`src/rtl/issue_sched_pkg.sv`:
```
// Shared back-end types for the reservation station and issue scheduler:
// entry index and physical-tag widths, the entry payload, and the
// round-robin pointer helper used by the arbiters.
package issue_sched_pkg;

    localparam int RES_ST_DEPTH      = 16;
    localparam int PHY_RF_ADDR_WIDTH = 6;
    localparam int RES_ST_IDX_W      = $clog2(RES_ST_DEPTH);

    typedef logic [RES_ST_IDX_W-1:0]      res_st_addr_t;
    typedef logic [PHY_RF_ADDR_WIDTH-1:0] phy_tag_t;

    typedef struct packed {
        logic [7:0]  opcode;
        phy_tag_t    dst_tag;
        phy_tag_t    src1_tag;
        phy_tag_t    src2_tag;
        logic [15:0] imm;
    } res_st_cell_t;

    // Next round-robin base after a grant; wraps because the depth is a power of two.
    function automatic res_st_addr_t rr_next(input res_st_addr_t idx);
        return idx + res_st_addr_t'(1);
    endfunction

endpackage

```
`src/rtl/issue_sched_rr_arbiter.sv`:
```
// Round-robin arbiter: picks the first set request at or above i_base,
// wrapping around. Purely combinational; also used by the CDB arbiter.
module rr_arbiter
    import issue_sched_pkg::*;
#(
    parameter int N     = RES_ST_DEPTH,
    parameter int IDX_W = $clog2(N)
) (
    input  logic [N-1:0]     i_req,
    input  logic [IDX_W-1:0] i_base,
    output logic [N-1:0]     o_grant,
    output logic [IDX_W-1:0] o_idx,
    output logic             o_valid
);

    // Scan from the farthest offset down to i_base so the nearest request wins.
    // NOTE: every output gets a default before the loop so no path leaves it unassigned (no latch).
    always_comb begin
        o_valid = 1'b0;
        o_idx   = '0;
        for (int i = N - 1; i >= 0; i--) begin
            if (i_req[i_base + IDX_W'(i)]) begin
                o_valid = 1'b1;
                o_idx   = i_base + IDX_W'(i);
            end
        end
        o_grant = N'(o_valid) << o_idx;
    end

endmodule

```
`src/rtl/issue_sched.sv`:
```
// Issue scheduler: tracks reservation-station occupancy and operand
// readiness, selects one ready entry per cycle in round-robin order, reads
// it through res_st read port 1 and holds it in a valid/ready output stage.
module issue_sched
    import issue_sched_pkg::*;
#(
    parameter int RES_ST_DEPTH      = issue_sched_pkg::RES_ST_DEPTH,
    parameter int PHY_RF_ADDR_WIDTH = issue_sched_pkg::PHY_RF_ADDR_WIDTH
) (
    input  logic                         i_clk,
    input  logic                         i_rst_n,
    input  logic                         i_flush,
    input  logic                         i_alloc_en,
    input  res_st_addr_t                 i_alloc_addr,
    input  logic [PHY_RF_ADDR_WIDTH-1:0] i_alloc_src1_tag,
    input  logic [PHY_RF_ADDR_WIDTH-1:0] i_alloc_src2_tag,
    input  logic                         i_alloc_src1_rdy,
    input  logic                         i_alloc_src2_rdy,
    input  logic                         i_cdb_valid,
    input  logic [PHY_RF_ADDR_WIDTH-1:0] i_cdb_tag,
    output logic                         o_free_valid,
    output res_st_addr_t                 o_free_addr,
    output logic                         o_alloc_err,
    output res_st_addr_t                 o_rd_addr,
    input  res_st_cell_t                 i_rd_data,
    output logic                         o_iss_valid,
    input  logic                         i_iss_ready,
    output res_st_addr_t                 o_iss_addr,
    output res_st_cell_t                 o_iss_cell
);

    localparam int IDX_W = $clog2(RES_ST_DEPTH);

    logic [RES_ST_DEPTH-1:0]      r_busy, r_pend, r_rdy1, r_rdy2;
    logic [PHY_RF_ADDR_WIDTH-1:0] r_tag1 [RES_ST_DEPTH];
    logic [PHY_RF_ADDR_WIDTH-1:0] r_tag2 [RES_ST_DEPTH];
    res_st_addr_t                 r_rr_ptr;
    logic                         r_iss_valid;
    res_st_addr_t                 r_iss_addr;
    res_st_cell_t                 r_iss_cell;
    logic                         r_alloc_err;

    logic [RES_ST_DEPTH-1:0] w_elig, w_grant, w_clr;
    res_st_addr_t            w_win_idx;
    logic                    w_win_valid, w_sel;
    logic                    w_alloc_ok, w_alloc_rdy1, w_alloc_rdy2;

    // Eligibility uses registered state only, so same-cycle allocs/wakeups issue a cycle later.
    assign w_elig       = r_pend & r_rdy1 & r_rdy2;
    assign w_sel        = w_win_valid && (!r_iss_valid || i_iss_ready);
    assign w_clr        = w_sel ? w_grant : '0;
    assign w_alloc_ok   = i_alloc_en && !r_busy[i_alloc_addr];
    // A broadcast in the allocation cycle must not be lost for the new entry.
    assign w_alloc_rdy1 = i_alloc_src1_rdy || (i_cdb_valid && (i_cdb_tag == i_alloc_src1_tag));
    assign w_alloc_rdy2 = i_alloc_src2_rdy || (i_cdb_valid && (i_cdb_tag == i_alloc_src2_tag));

    rr_arbiter #(
        .N     (RES_ST_DEPTH),
        .IDX_W (IDX_W)
    ) u_rr_arbiter (
        .i_req   (w_elig),
        .i_base  (r_rr_ptr),
        .o_grant (w_grant),
        .o_idx   (w_win_idx),
        .o_valid (w_win_valid)
    );

    // Lowest-index free slot for the front end.
    always_comb begin
        o_free_valid = ~&r_busy;
        o_free_addr  = '0;
        for (int i = RES_ST_DEPTH - 1; i >= 0; i--) begin
            if (!r_busy[i]) o_free_addr = res_st_addr_t'(i);
        end
    end

    assign o_rd_addr   = w_sel ? w_win_idx : r_rr_ptr;
    assign o_iss_valid = r_iss_valid;
    assign o_iss_addr  = r_iss_addr;
    assign o_iss_cell  = r_iss_cell;
    assign o_alloc_err = r_alloc_err;

    // Per-entry state: allocation, CDB wakeup, release on select, squash on flush.
    // NOTE: sequential state uses non-blocking assignments so every bit samples pre-edge values.
    always_ff @(posedge i_clk or negedge i_rst_n) begin
        if (!i_rst_n) begin
            r_busy <= '0;
            r_pend <= '0;
            r_rdy1 <= '0;
            r_rdy2 <= '0;
            // NOTE: the tag arrays are small flops, so they are reset with the rest of the entry state.
            for (int i = 0; i < RES_ST_DEPTH; i++) begin
                r_tag1[i] <= '0;
                r_tag2[i] <= '0;
            end
        end else if (i_flush) begin
            r_busy <= '0;
            r_pend <= '0;
            r_rdy1 <= '0;
            r_rdy2 <= '0;
        end else begin
            for (int i = 0; i < RES_ST_DEPTH; i++) begin
                if (i_cdb_valid && r_pend[i] && (r_tag1[i] == i_cdb_tag)) r_rdy1[i] <= 1'b1;
                if (i_cdb_valid && r_pend[i] && (r_tag2[i] == i_cdb_tag)) r_rdy2[i] <= 1'b1;
                if (w_alloc_ok && (i_alloc_addr == res_st_addr_t'(i))) begin
                    r_busy[i] <= 1'b1;
                    r_pend[i] <= 1'b1;
                    r_rdy1[i] <= w_alloc_rdy1;
                    r_rdy2[i] <= w_alloc_rdy2;
                    r_tag1[i] <= i_alloc_src1_tag;
                    r_tag2[i] <= i_alloc_src2_tag;
                end
                if (w_clr[i]) begin
                    r_busy[i] <= 1'b0;
                    r_pend[i] <= 1'b0;
                    r_rdy1[i] <= 1'b0;
                    r_rdy2[i] <= 1'b0;
                end
            end
        end
    end

    // Output stage and round-robin pointer; the pointer survives a flush.
    always_ff @(posedge i_clk or negedge i_rst_n) begin
        if (!i_rst_n) begin
            r_iss_valid <= 1'b0;
            r_iss_addr  <= '0;
            r_iss_cell  <= '0;
            r_rr_ptr    <= '0;
        end else if (i_flush) begin
            r_iss_valid <= 1'b0;
        end else if (w_sel) begin
            r_iss_valid <= 1'b1;
            r_iss_addr  <= w_win_idx;
            r_iss_cell  <= i_rd_data;
            r_rr_ptr    <= rr_next(w_win_idx);
        end else if (i_iss_ready) begin
            r_iss_valid <= 1'b0;
        end
    end

    // Sticky error for an allocation aimed at an occupied slot; only reset clears it.
    always_ff @(posedge i_clk or negedge i_rst_n) begin
        if (!i_rst_n) begin
            r_alloc_err <= 1'b0;
        end else if (i_alloc_en && r_busy[i_alloc_addr]) begin
            r_alloc_err <= 1'b1;
        end
    end

endmodule

```
`config.mk`:
```
export PLATFORM = sky130hd
export DESIGN_NAME = issue_sched
export DESIGN_NICKNAME = d
export VERILOG_FILES = /design/src/rtl/issue_sched_pkg.sv /design/src/rtl/issue_sched_rr_arbiter.sv /design/src/rtl/issue_sched.sv
export SDC_FILE = /design/constraint.sdc
export NUM_CORES = 1
export LEC_CHECK = 0
export ABC_AREA = 0
export BUFFER_PORTS_ARGS = -buffer_cell sky130_fd_sc_hd__buf_2
export CAP_MARGIN = 20
export CORE_ASPECT_RATIO = 1.75
export CORE_MARGIN = 4
export CORE_UTILIZATION = 40
export CTS_CLUSTER_SIZE = 25
export DETAILED_ROUTE_END_ITERATION = 10
export PLACE_DENSITY_LB_ADDON = 0.12
export SYNTH_ARGS = -nofsm -noshare
export SYNTH_HDL_FRONTEND = slang
export SYNTH_SLANG_ARGS = --single-unit
```
`constraint.sdc`:
```
create_clock -name i_clk -period 6.45 [get_ports i_clk]
set_clock_uncertainty 0.05 [all_clocks]
set_input_delay 0.3225 -clock i_clk [delete_from_list [all_inputs] [get_ports i_clk]]
set_output_delay 0.3225 -clock i_clk [all_outputs]
set_load 0.005 [all_outputs]
```
# Word level (Yosys, flattened, before mapping)
# Index checks and enable logic that the tools add are counted.
# classes
magnitude_cmp	17
n_eq_ne	49
shifts	1
n_mux	218
n_reduce_logical	143
add_sub_neg	16
n_bitwise	3
# op_table
cell	count
$eq 6x6->1	34
$mux 1	164
$mux 4	33
$reduce_bool 4->1	32
$lt 4x5->1 const B	17
$logic_and 1x1->1	69
$bmux 1 s4	17
$mux 16	4
$reduce_bool 3->1	17
$reduce_and 2->1	17
$add 4x4->4 const B	8
$and 16x16->16	2
$eq 4x4->1 const B	8
$add 4x3->4 const B	4
$eq 4x3->1 const B	4
$reduce_and 16->1	1
$shl 1x4->16	1
$add 4x1->4 const B	2
$add 4x2->4 const B	2
$eq 4x2->1 const B	2
$eq 4x1->1 const B	1
$logic_not 4->1	1
$logic_not 1->1	3
$logic_or 1x1->1	3
$not 1->1	1
# word_totals
output_inout_bits	57
wordCells	536
in_bits	72
regBits	292

# Longest topological paths before layout
# depth
depth_word	24
mapped_depth	21
ltp_nobuf	14

# By module
# Synthesis repeated with hierarchy kept, for this count alone.
# hier_totals
hier_cells	1613
area_unflattened_um2	17184.0
# by_module_without_submodules
mod	n_inst	seq_area_each_um2	area_each_um2	cells_each
issue_sched	1	7307.0	14336.2	1245
rr_arbiter	1	0.0	2847.7	368

# Worst setup path before layout
# Ideal clock, no wire load.
# synth_path
path_type	register -> register
from	register r_rr_ptr[0]
to	register r_rr_ptr[1]
stages_incl_launch_ff	18
period_less_slack_ps	4535
path_slack_ps	1915
arrival_ps	4361
setup_ps	125
t_required_ps	6275
path_buffers	6
path_cell_list	dfrtp_1 -> buf_4 -> inv_8 -> buf_8 -> buf_6 -> buf_2 -> ha_1 -> buf_4 -> inv_2 -> buf_2 -> mux4_2 -> mux4_2 -> and2_1 -> a2111oi_2 -> a41oi_4 -> inv_4 -> ha_1 -> mux2_2
# synth_via
elab_cells_between_ends	82
cone_classes	add/sub (16); mux (64); reduce/logical (2)
# synth_rtl
item	line_no	source
start: declaration	issue_sched.sv:37	res_st_addr_t r_rr_ptr;
start signal: assignment	issue_sched.sv:136	r_rr_ptr <= rr_next(w_win_idx);
$add 4x4->4	issue_sched_rr_arbiter.sv:22, issue_sched_rr_arbiter.sv:24	
$bmux 1 s4	issue_sched_rr_arbiter.sv:22	if (i_req[i_base + IDX_W'(i)]) begin
$mux 1 (not written as such)	issue_sched_rr_arbiter.sv:22	
$mux 4 (15 in series)	issue_sched_rr_arbiter.sv:22	
$mux 4 (*)	issue_sched_rr_arbiter.sv:22	
via u_rr_arbiter.o_idx[1]	issue_sched_rr_arbiter.sv:12	output logic [IDX_W-1:0] o_idx,
$add 4x1->4 (*)	issue_sched_pkg.sv:23	return idx + res_st_addr_t'(1);
# The timed path passes the listed nets; every way through them passes the cells marked *. The select of a mux whose other input is x is not followed.
# A chain may end at the register's enable or synchronous reset.

# Final worst setup path
# layout_path
from	register r_rr_ptr[0]
to	output port o_rd_addr[0]
# layout_via
elab_chain_len	21
elab_cells_between_ends	81
cone_classes	add/sub (15); mux (65); reduce/logical (1)
# layout_lines
item	line_no	source
$add 4x4->4	issue_sched_rr_arbiter.sv:22, issue_sched_rr_arbiter.sv:24	
$bmux 1 s4	issue_sched_rr_arbiter.sv:22	
$mux 1 (not written as such)	issue_sched_rr_arbiter.sv:22	
$mux 1 (16 in series)	issue_sched_rr_arbiter.sv:22	
$logic_and 1x1->1	issue_sched.sv:50	assign w_sel = w_win_valid && (!r_iss_valid || i_iss_ready);
$mux 4 (*)	issue_sched.sv:77	assign o_rd_addr = w_sel ? w_win_idx : r_rr_ptr;
end: declaration	issue_sched.sv:24	output res_st_addr_t o_rd_addr,
# Mark *: on every way between the ends. The rest lies on a longest branch, timed or not. The select of a mux whose other input is x is not followed.

==> reports/qor.yml <==
fin_crit_sh_pct: 89.69
hold_ws_ns: 0.07363
final_util_pct: 46.61
port_buffers: 128
worstSetupPathType: "flop to output port"
max_freq_ghz: 0.1729
cts_tree: "done"
cap_violations: 0
ir_drop_v: 0.0001992
nNetsFinal: 1709
wirelength_mm: 56.17
viasPerCell: 5.859
hold_path_class: "input port to flop"
cts-buffers-inserted: 30
cts_root_buffer: "clkbuf_16"
clock_sinks: 292
start_util_pct: 40.59
antenna_found_initial: 0
critPathArrivalTime_ns: 5.41
die_x_um: 165.5
drtIter0Drc: 937
routabilityCongestion: 0.9714
clkSlewWorstSetupHoldPaths_ns: 0.06
grt_first_pass_wirelength_mm: 86.12
seq_area_frac_synth_pct: 42.07
synth.net_count: 1584
io_pins: 129
postSynthAreaPerCell_um2: 11.55
power_frac_seq_pct: 47.4
end_kind: "output port"
drc: 0
critPathSlowestCell: "ha_1"
cp_top_family: "multiplexers"
drtPass1Iterations: 7
via_count: 12966
core_mm2: 0.04279
cp_max_fo: 35
area_growth_pct: 14.84
startpoint_type: "flop"
fin_setup_tns_ns: 0
status: "finished, final reports clean"
layout_setup_ws_ns: 0.6647
wl_per_cell_um: 25.38
switchingPower_mw: 1.239
h-tree-depth: 1
insertion_delay_ns: 0.57
worst_pin_slew_ns: 1.106
yosysUniqueCellTypes: 92
hold_viol: 0
cp.buffers_inverters: 4
ant_nets: 0
dp_hpwl_mm: 39.44
slew_viol_final: 0
syn_inst: 1504
synth_top_flop_cell: "dfrtp_1"
grt_pass1_vias: 13827
die_area_mm2: 0.04695
path_cells: "inv_8, ha_1, inv_2, mux4_2, mux2i_1, mux2_2, nor2_1, nor4_1, a2111oi_2, a21oi_2, buf_4, nand2_1, o21ai_0, buf_2"
grt_overflow_total: 0
sw_frac_of_total_pct: 26.06
min_period_ns: 5.785
grt_start_max_net_pins: 124
cts_resized: 0
rows: 100
async_flop_share_pct: 100.0
powerDensity_mw_per_mm2: 238.3
pwr-share-comb_pct: 14.4
critPathRequiredTime_ns: 6.08
clockBufferDepth: 3
drive_gt1_share_pct: 32.16
max-slew-margin-rel_pct: 26.12
grt_use_total_pct: 23.95
leakage_nw: 8.815
rsz0062_at_grt: "no"
yosys_register_bits: 292
synth_edf_count: 0
setup_viol: 0
max_stage_delay_ns: 0.95
dpl_worst_slack_ns: 1.036
ys_warn_count: 0
synth_area_mm2: 0.01737
die_y_um: 283.7
p_int_mw: 3.514
clkPwrFrac_pct: 38.2
Yosys cell counts (all sizes together), types with 3 or more instances:
cell type	instances	area share, %
o31ai	5	0.24
xor2	106	5.4
mux2i	23	1.4
a211oi	34	2.2
a31o	4	0.20
nor4b	4	0.37
nand4	15	0.54
mux4	37	4.8
or3	4	0.14
nand2	79	1.7
nor2	80	1.8
a2111oi	5	0.32
a41o	33	1.9
buf	37	1.4
nand3	28	0.95
mux2	248	16
o21ai	30	0.89
or2	4	0.14
nand2b	6	0.23
a21oi	50	1.4
clkbuf	71	1.5
dfrtp	292	42
inv	23	0.55
and2	4	0.16
and3	19	0.68
o2111ai	6	0.30
nor4	38	1.5
xnor2	113	5.8
o22ai	8	0.29
nor2b	8	0.29
a221oi	10	0.65
o22a	3	0.15
nor3	18	0.58
o211ai	6	0.26
ha	8	0.58
or4	4	0.17
a31oi	5	0.22
state kept, by name (all words and copies together), names as in the netlist:
name,flops
r_rdy1,16
o_iss_addr,4
r_rr_ptr,4
r_pend,12
r_tag2,96
r_rdy2,16
r_tag1,96
r_busy,4
o_iss_valid,1
o_alloc_err,1
o_iss_cell,42
kinds of logic after synthesis:
kind of cell	synth area share, %
multiplexers	22.25
AND/OR/NAND/NOR	9.639
buffers and inverters	3.465
AO/OA/AOI/OAI	10.74
flip-flops	42.07
adder cells (fa/ha/maj)	0.5764
XOR/XNOR	11.26
layout make-up:
cell class	count	area (µm²)
antenna	1	2.502
sequential	292	7307
timing repair buffer	201	1345
clock buffer	43	900.9
clock inverter	11	126.4
fill	4031	22850
inverter	23	96.34
multi-input combinational	1081	9465
tap	561	701.9
power by group through the flow:
stage | logic (mW) | clock network (mW) | registers (mW)
4_1_cts | 0.694 | 1.86 | 2.25
6_report | 0.684 | 1.82 | 2.25
3_5_place_dp | 0.672 | 0 | 2.29
2_1_floorplan | 0.497 | 0 | 2.25
5_1_grt | 0.760 | 1.93 | 2.28
3_3_place_gp | 0.654 | 0 | 2.27
worst reg2reg max path: stages (launching register included):
cell and delay, ns:
dfrtp_1 0.44, inv_8 0.13, ha_1 0.96, inv_2 0.35
mux4_2 0.54, mux2i_1 0.48, mux2_2 0.33, or4_1 0.13
o21ai_0 0.07, a211o_1 0.30, a41oi_4 0.51, inv_4 0.12
nor3_4 0.67, a221oi_1 0.18
through the flow:
step | instance area (µm²) | power (mW) | instances
finish | 19950 | 4.753 | 2213
CTS | 19890 | 4.805 | 2208
detailed placement | 18430 | 2.959 | 2110
global placement | 18410 | 2.929 | 2109
floorplan | 17370 | 2.746 | 1504
global route | 19940 | 4.973 | 2212
path summary, 6_finish.rpt:
kind,from,end,slack (ns),cells after the start
min in group asynchronous,i_rst_n,o_iss_cell[21]$_DFFE_PN0P_,0.38,2
min reg2reg,o_alloc_err$_DFFE_PN0P_,o_alloc_err$_DFFE_PN0P_,0.41,1
max in group asynchronous,i_rst_n,r_tag2[75]$_DFFE_PN0P_,4.66,3
max reg2reg,r_rr_ptr[0]$_DFFE_PN0P_,r_pend[4]$_DFFE_PN0P_,1.02,13
max,r_rr_ptr[0]$_DFFE_PN0P_,o_rd_addr[0],0.66,14
min,i_iss_ready,o_iss_valid$_DFFE_PN0P_,0.07,3
cells in the final DEF, fill, tap and decap left out, types with 5 or more instances in the layout:
cell	synthesis	final
nand3_1	23	23
mux2_1	36	36
xnor2_1	110	110
nand4_1	15	15
nand2_1	78	78
xor2_1	104	104
a221oi_1	6	6
a211oi_1	8	8
nand3_2	5	5
nor3_1	17	17
o21ai_0	28	28
mux2_2	212	212
ha_1	8	8
nor2b_1	8	8
dlygate4sd3_1	0	44
a41o_1	33	33
a211oi_2	26	26
o2111ai_1	6	6
a21oi_1	50	49
mux2i_1	21	21
inv_1	18	18
nor4_1	36	36
nor2_1	78	78
o22ai_1	8	8
clkbuf_8	0	8
buf_4	5	26
dfrtp_1	292	292
clkbuf_16	0	31
mux4_2	37	37
and3_1	19	19
buf_2	20	127
o211ai_1	6	6
per-layer routing:
metal	vias up	global-route usage [%]	part of all wire (%)
li1	5750	-	-
met1	6672	27.83	38
met2	406	43.76	53
met3	138	3.212	4.2
met4	0	9.453	4.5
met5	-	0	0
repair_timing:
action,4_1_cts,5_1_grt
buffers inserted,0,0
endpoints found under the setup margin,0,0
hold buffers,44,0
hold endpoints to repair,163,0
Note: power is estimated with default switching activity, not from simulation.
